==> src/rtl/adf4159_spi_writer.sv <==
// rtl/adf4159_spi_writer.sv - MSB-first 32-bit register writer for the ADF4159 PLL chips
// Optional post-R0 lock wait is built when ADF4159_LOCK_WAIT_EN is defined.
module adf4159_spi_writer #(
    parameter int NUM_DEV      = 6,
    parameter int CLK_DIV      = 4,
    parameter int LOCK_TIMEOUT = 65535
) (
    input  logic               clk,
    input  logic               rst,
    input  logic               wr_valid,
    output logic               wr_ready,
    input  logic [2:0]         wr_dev,
    input  logic [31:0]        wr_data,
    output logic [NUM_DEV-1:0] adf4159_clk,
    output logic [NUM_DEV-1:0] adf4159_data,
    output logic [NUM_DEV-1:0] adf4159_le,
    input  logic [NUM_DEV-1:0] pll_lock,
    output logic               busy,
    output logic               err_dev,
    output logic [NUM_DEV-1:0] lock_timeout
);
    localparam int DIV_W = (CLK_DIV > 1) ? $clog2(CLK_DIV) : 1;
    localparam logic [DIV_W-1:0] DIV_LAST = DIV_W'(CLK_DIV - 1);

    typedef enum logic [2:0] {IDLE, SETUP, SHIFT, HOLD, GAP, LOCK_WAIT} state_t;
    state_t state, state_nxt;

    logic [2:0]       dev;
    logic [31:0]      word;
    logic [5:0]       bit_cnt;
    logic [DIV_W-1:0] div_cnt;
    logic             phase_high;
    logic             accept, dev_ok, div_last, frame;
    logic             lock_seen, lock_expired, lock_wait_req;

    assign accept   = wr_valid && wr_ready;
    assign dev_ok   = ({29'd0, wr_dev} < 32'(NUM_DEV));
    assign div_last = (div_cnt == DIV_LAST);
    // le is held low for the selected chip across SETUP, SHIFT and HOLD
    assign frame    = (state == SETUP) || (state == SHIFT) || (state == HOLD);

`ifdef ADF4159_LOCK_WAIT_EN
    localparam int LCW = $clog2(LOCK_TIMEOUT + 1);
    localparam logic [LCW-1:0] LOCK_LAST = LCW'(LOCK_TIMEOUT - 1);

    logic [NUM_DEV-1:0] lock_meta, lock_sync;
    logic [LCW-1:0]     lock_cnt;

    assign lock_seen     = lock_sync[dev];
    assign lock_expired  = (lock_cnt == LOCK_LAST);
    assign lock_wait_req = (word[2:0] == 3'b000);

    always_ff @(posedge clk) begin
        if (rst) begin
            lock_meta    <= '0;
            lock_sync    <= '0;
            lock_cnt     <= '0;
            lock_timeout <= '0;
        end else begin
            lock_meta <= pll_lock;
            lock_sync <= lock_meta;
            if (state == LOCK_WAIT) begin
                lock_cnt <= lock_cnt + 1'b1;
                if (lock_seen)
                    lock_timeout[dev] <= 1'b0;
                else if (lock_expired)
                    lock_timeout[dev] <= 1'b1;
            end else begin
                lock_cnt <= '0;
            end
        end
    end
`else
    logic unused_lock;
    assign lock_seen     = 1'b1;
    assign lock_expired  = 1'b1;
    assign lock_wait_req = 1'b0;
    assign lock_timeout  = '0;
    assign unused_lock   = ^{pll_lock, 32'(LOCK_TIMEOUT)};
`endif

    always_ff @(posedge clk) begin
        if (rst)
            state <= IDLE;
        else
            state <= state_nxt;
    end

    always_comb begin
        state_nxt = state;
        case (state)
            IDLE:      if (accept && dev_ok) state_nxt = SETUP;
            SETUP:     if (div_last) state_nxt = SHIFT;
            SHIFT:     if (div_last && phase_high && bit_cnt == 6'd0) state_nxt = HOLD;
            HOLD:      if (div_last) state_nxt = GAP;
            GAP:       if (div_last) state_nxt = lock_wait_req ? LOCK_WAIT : IDLE;
            LOCK_WAIT: if (lock_seen || lock_expired) state_nxt = IDLE;
            default:   state_nxt = IDLE;
        endcase
    end

    // Every timed state is a whole number of divider periods, so the divider
    // simply free-runs from zero once a word has been captured.
    always_ff @(posedge clk) begin
        if (rst) begin
            dev        <= '0;
            word       <= '0;
            bit_cnt    <= '0;
            div_cnt    <= '0;
            phase_high <= 1'b0;
            err_dev    <= 1'b0;
        end else begin
            err_dev <= accept && !dev_ok;
            if (accept && dev_ok) begin
                dev        <= wr_dev;
                word       <= wr_data;
                bit_cnt    <= 6'd31;
                div_cnt    <= '0;
                phase_high <= 1'b0;
            end else if (frame || state == GAP) begin
                div_cnt <= div_last ? '0 : div_cnt + 1'b1;
                if (state == SHIFT && div_last) begin
                    phase_high <= !phase_high;
                    if (phase_high && bit_cnt != 6'd0)
                        bit_cnt <= bit_cnt - 6'd1;
                end
            end
        end
    end

    always_comb begin
        wr_ready     = (state == IDLE) && !rst;
        busy         = (state != IDLE);
        adf4159_clk  = '0;
        adf4159_data = '0;
        adf4159_le   = '1;
        for (int i = 0; i < NUM_DEV; i++) begin
            if (frame && dev == 3'(i)) begin
                adf4159_le[i]   = 1'b0;
                adf4159_data[i] = word[bit_cnt[4:0]];
                adf4159_clk[i]  = (state == SHIFT) && phase_high;
            end
        end
    end
endmodule

==> config.mk <==
export PLATFORM = sky130hd
export DESIGN_NAME = adf4159_spi_writer
export DESIGN_NICKNAME = d
export VERILOG_FILES = /design/src/rtl/adf4159_spi_writer.sv
export SDC_FILE = /design/constraint.sdc
export NUM_CORES = 1
export LEC_CHECK = 0
export BUFFER_PORTS_ARGS = -buffer_cell sky130_fd_sc_hd__buf_2
export CAP_MARGIN = 20
export CELL_PAD_IN_SITES_DETAIL_PLACEMENT = 0
export CELL_PAD_IN_SITES_GLOBAL_PLACEMENT = 2
export CORE_ASPECT_RATIO = 0.75
export CORE_MARGIN = 2
export CORE_UTILIZATION = 26
export CTS_CLUSTER_DIAMETER = 100
export CTS_CLUSTER_SIZE = 8
export DETAILED_ROUTE_END_ITERATION = 8
export HOLD_SLACK_MARGIN = 0.06
export PLACE_DENSITY = 0.77
export SLEW_MARGIN = 20
export SYNTH_ARGS = -nofsm -noshare
export SYNTH_HDL_FRONTEND = slang
export SYNTH_SLANG_ARGS = --single-unit
export TNS_END_PERCENT = 1
==> constraint.sdc <==
create_clock -name clk -period 1.7 [get_ports clk]
set_clock_uncertainty 0.2 [all_clocks]
set_input_delay 0.085 -clock clk [delete_from_list [all_inputs] [get_ports clk]]
set_output_delay 0.085 -clock clk [all_outputs]
set_load 0.05 [all_outputs]
### Word level (Yosys, flattened, before mapping)

Index checks and enable logic that the tools add are counted.

* reductions and logical operators: 34
* add/subtract/negate cells: 2
* muxes and demuxes: 31
* magnitude comparators: 2
* equality and inequality tests: 15

Operator list (count)
* $mux 5: 4
* $mux 1: 19
* $logic_and 1x1->1: 15
* $mux 3: 5
* $pmux 3 s5: 1
* $eq 3x2->1 const B: 4
* $ne 2x2->1 const B: 5
* $eq 3x3->1 const B: 3
* $eq 3x1->1 const B: 2
* $logic_not 3->1: 2
* $logic_not 6->1: 1
* $lt 5x6->1 const B: 1
* $reduce_and 3->1: 2
* $reduce_bool 2->1: 3
* $reduce_bool 6->1: 1
* $sub 6x1->6 const B: 1
* $bmux 1 s5: 1
* $reduce_and 5->1: 1
* $logic_not 1->1: 3
* $logic_or 1x1->1: 3
* $lt 3x3->1 const B: 1
* $reduce_bool 3->1: 1
* $add 2x1->2 const B: 1
* $eq 2x2->1 const B: 1
* other kinds (3): 3

* bits in registers: 48
* output and inout bits: 27

### Logic depth before layout (Yosys ltp)

* word-level depth: 6
* mapped depth: 8
* gate-level depth less buffers: 6

### Least setup slack after synthesis

OpenSTA, ideal clock, no wires.

* path type: reg2reg
* start point: register state[1]
* end point: register word[10]
* setup slack: -1032 ps
* stages on the path, launching flop included: 8
* data arrival time: 2400 ps
* setup time: 132 ps
* path buffers: 2
* data required time: 1368 ps
* cell sequence: dfxtp_1 or3_1 nor2_1 nand3_1 buf_2 clkbuf_1 nand2_1 a21oi_1

* longest elaborated chain between the ends: 4

RTL lines
* start, declared: line 26 `state_t state, state_nxt;`
* start signal, assigned: line 86 `state <= state_nxt;`
* $logic_not 3->1: line 132 `wr_ready = (state == IDLE) && !rst;`
* $logic_and 1x1->1: line 132
* net wr_ready: line 11 `output logic wr_ready,`
* $logic_and 1x1->1: line 36 `assign accept = wr_valid && wr_ready;`
* $logic_and 1x1->1: line 114 `if (accept && dev_ok) begin`
* end signal, assigned: line 116 `word <= wr_data;`
* end, declared: line 29 `logic [31:0] word;`

The timed path passes the listed nets, and every way through them passes these cells.
A chain may end at the register's enable or synchronous reset.

### Worst setup path after layout

* start point: register bit_cnt[1]
* end point: output adf4159_data[4]

* longest elaborated chain between the ends: 3

RTL lines
* start, declared: line 30 `logic [5:0] bit_cnt;`
* start signal, assigned: line 125 `bit_cnt <= bit_cnt - 6'd1;`
* $bmux 1 s5: line 140 `adf4159_data[i] = word[bit_cnt[4:0]];`
* $mux 1 (implied by the code): line 140
* $mux 1: line 138 `if (frame && dev == 3'(i)) begin`
* end, declared: line 15 `output logic [NUM_DEV-1:0] adf4159_data,`

Every way passes these cells. The select of a mux whose other input is x is not followed.

==> metrics.log <==
[metrics] area of all placed cells without fillers: approximately 0.0037 mm^2
[metrics] max-capacitance violation count: 0
[metrics] final count of negative-setup-slack endpoints: 24
[metrics] kind of end point of the critical path: primary output
[metrics] violations in the final reports: negative setup slack
[metrics] setup slack, reg-to-reg: -0.11 ns
[metrics] Final Hold Violating Endpoints: 0
[metrics] ratio of cells with drive above 1 in the final layout: 0.331
[metrics] post-placement setup slack: -0.505 ns
[metrics] leading register cell type out of synthesis: dfxtp_1
[metrics] DRC violations left: 0
[metrics] instance count after placement with tap cells included: around 470
[metrics] normalized max-slew margin: 0.658
[metrics] arrival time of the worst setup path: 2.11 ns
[metrics] Worst Setup Slack, final: -0.690 ns
[metrics] CP Max Fanout: 10
[metrics] status: finished, violations left
[metrics] number of antenna violations at the first check in global routing: 0
[metrics] leading cell type in the layout, fill and taps excluded: nand2_1
[metrics] total die area: just under 0.01 mm^2
[metrics] Period minus WS final: roughly 2.4 ns
[metrics] worst flop-to-flop path startpoint: bit_cnt[1]
[metrics] unique cell type count in the Yosys netlist: 38
[metrics] most used cell along the critical path: buf_6
[metrics] met1 Use GR: 0.195
[metrics] power density over the cells: between 700 and 800 mW/mm^2
[metrics] IR drop worst, VDD: between 0.3 and 0.4 mV
[metrics] synthesized instance count: between 200 and 300
[metrics] top-level I/O count: just over 70
[metrics] master cell of the clock root buffer: clkbuf_16
[metrics] part of the Yosys area used for sequential elements: 0.413
[metrics] first-pass GRT wire length: around 11,000 um
[metrics] number of H-tree levels: 2
[metrics] EDFF count, synth: 0
[metrics] via total after detailed routing: around 2,300
[metrics] critical-path cell with the highest stage delay: or4_4
[metrics] height of the die: ~86 um
[metrics] TritonCTS clock tree: built
[metrics] remaining antenna violation count after routing: 0
[metrics] effective utilization at floorplan: 0.272
[metrics] Slew Viols, Final: 0
[metrics] share of synthesized registers carrying an async set or reset: 0
[metrics] final antenna diode count: 0
[metrics] setup TNS: -6.99 ns
[metrics] Worst Path Required: around 1.4 ns
[metrics] drt first-iter violations: 90
[metrics] share of the core filled with cells: 0.431
[metrics] placeable core area: between 0.008 and 0.009 mm^2
[metrics] class of the most critical hold timing path: flip-flop to flip-flop
[metrics] start point of the worst min-delay path: word[22]
[metrics] worst reg-to-reg path cell count: 8
[metrics] met3 usage in global routing: 0.0254
[metrics] vias in the first global route: around 2,200
[metrics] Routability Congestion: just under 0.8
[metrics] global routing usage summed across all routing layers: 0.136
[metrics] proportion of netlist area held by the largest area contributor: 0.413
[metrics] cell types occupying the most area after synthesis: dfxtp_1 (41%), nand2_1 (12%), a21oi_1 (9.5%)
[metrics] total overflow reported by the global router: 0
[metrics] overall routed net length: between 6000 and 7000 um
[metrics] startpoint of the worst setup timing path: bit_cnt[1]
[metrics] number of buffers created by CTS: 5
[metrics] M2 GR Usage: 0.206
[metrics] Avg Inst Size Synth: 8.00 um^2
[metrics] highest-count cells in the layout ignoring fill and taps: nand2_1 (74), buf_2 (45), dfxtp_1 (42), a21oi_1 (41), dlygate4sd3_1 (38)
[metrics] via count normalized by instance count: 4.46
[metrics] Post-layout nets: 454
[metrics] share of the cycle needed by the critical path after routing: 1.41
[metrics] CP peak stage delay: 0.61 ns
[metrics] largest area contributor in the netlist: dfxtp_1
[metrics] maximum number of pins on one net before global-route repair: 47
[metrics] static leakage power: about 1.4 nW
[metrics] mapped cell area: around 0.0023 mm^2
[metrics] flip-flop and latch count after synthesis: between 40 and 50
[metrics] detail-routed net length per standard cell: approximately 13 um
[metrics] Most Crowded Layer GR: met2
[metrics] Worst-Margin Slew: ~0.5 ns
[metrics] HPWL Detailed: around 4400 um
[metrics] x dimension of the die: roughly 110 um
[metrics] setup repair after global routing missed its margin: true
[metrics] Achievable Freq: about 420 MHz
[metrics] number of buffer cells added on primary ports: between 50 and 60
[metrics] number of buffers on the longest clock path: 2
[metrics] first drt pass iteration count: 4
[metrics] crit path launch type: flip-flop
[metrics] clk_lat worst skew: around 0.29 ns
[metrics] number of synthesis warnings: 0
[metrics] list of cells traversed by the critical path: buf_6, mux2i_1, a22oi_1, a21oi_1, or4_4, nor2_4, buf_6
[metrics] class of the most critical setup path: flip-flop to primary output
[metrics] number of rows created at floorplan: 29
[metrics] Worst Hold Depth: 2
[metrics] CTS clock-pin slew for the worst setup and hold paths: roughly 0.07 ns
[metrics] instance area at placement: 0.00298 mm^2
[metrics] Area growth, synth to finish: 58.5%
[metrics] clock sink count: 48
[metrics] non-filler cells, final: ~520
-- layer usage --
| metal | part of all wire | vias to the layer above |
|---|---|---|
| met5 | 0 | - |
| met4 | 0.011 | 0 |
| met1 | 0.53 | 1046 |
| met3 | 0.029 | 6 |
| met2 | 0.43 | 36 |
| li1 | - | 1211 |
-- per-stage QoR --
step	total power (W)	hold slack, ns
2_1_floorplan	0.00157	0.0210
3_3_place_gp	0.00171	0.129
3_5_place_dp	0.00171	0.130
4_1_cts	0.00292	0.256
5_1_grt	0.00303	0.276
6_report	0.00290	0.254
-- where the power goes --
| group | internal [W] | switching, W | leakage, nW |
|---|---|---|---|
| logic | 0.000265 | 0.000302 | 0.929 |
| clock network | 0.000691 | 0.000425 | 0.0798 |
| registers | 0.00118 | 0.0000384 | 0.394 |
-- logic make-up (layout without fill, tap and decap cells) --
group | count (synthesis) | after routing | synth area share
AOI/OAI and AO/OA | 56 | 56 | 0.139
xor gates and xnor gates | 8 | 8 | 0.0301
adders and majority gates | 3 | 3 | 0.0161
buffers and inverters | 25 | 137 | 0.0656
DFF | 48 | 48 | 0.413
muxes | 18 | 18 | 0.0774
other | 1 | 6 | 0.00161
and+or+nand+nor | 132 | 132 | 0.258
-- worst paths after layout --
check	end
hold reg to reg	word[22]
hold / removal	word[22]
setup / recovery	adf4159_data[4]
setup reg to reg	bit_cnt[5]
-- timing repair --
| action | in CTS | in global routing |
|---|---|---|
| endpoints found under the hold margin | 37 | 0 |
| setup endpoints to repair | 58 | 63 |
| pin swaps | 9 | 3 |
| hold buffers | 38 | 0 |
| resized for setup | 35 | 10 |
| buffers inserted | 1 | 0 |
-- synthesized netlist by cell type, types with 3 or more instances --
| library cell | count |
|---|---|
| a21oi_1 | 44 |
| a22oi_1 | 6 |
| buf_2 | 4 |
| buf_4 | 6 |
| clkbuf_1 | 9 |
| dfxtp_1 | 48 |
| ha_1 | 3 |
| mux2i_1 | 18 |
| nand2_1 | 75 |
| nand2b_1 | 3 |
| nand3_1 | 5 |
| nor2_1 | 19 |
| nor2_2 | 5 |
| nor3_1 | 8 |
| xor2_1 | 6 |
-- cell type report --
cell class | instances | area (um^2)
inverter | 2 | 7.51
clock inverter | 3 | 42.5
fill | 893 | 4870
multi-input combinational | 223 | 1400
timing repair buffer | 127 | 1010
sequential | 48 | 971
clock buffer | 5 | 125
tap | 108 | 135
-- state kept, by name (all words and copies together) (netlist names) --
name        cells
div_cnt         2
phase_high      1
word           32
err_dev         1
state           3
bit_cnt         6
dev             3
-- critical path, delay by kind of cell, from the launching register on --
kind,cells,cell delay [ns]
flip-flops,1,0.33
AO/OA/AOI/OAI,2,0.28
AND/OR/NAND/NOR,2,0.76
buffers and inverters,2,0.30
multiplexers,1,0.14
No activity file was read; power rests on OpenSTA's default activity.
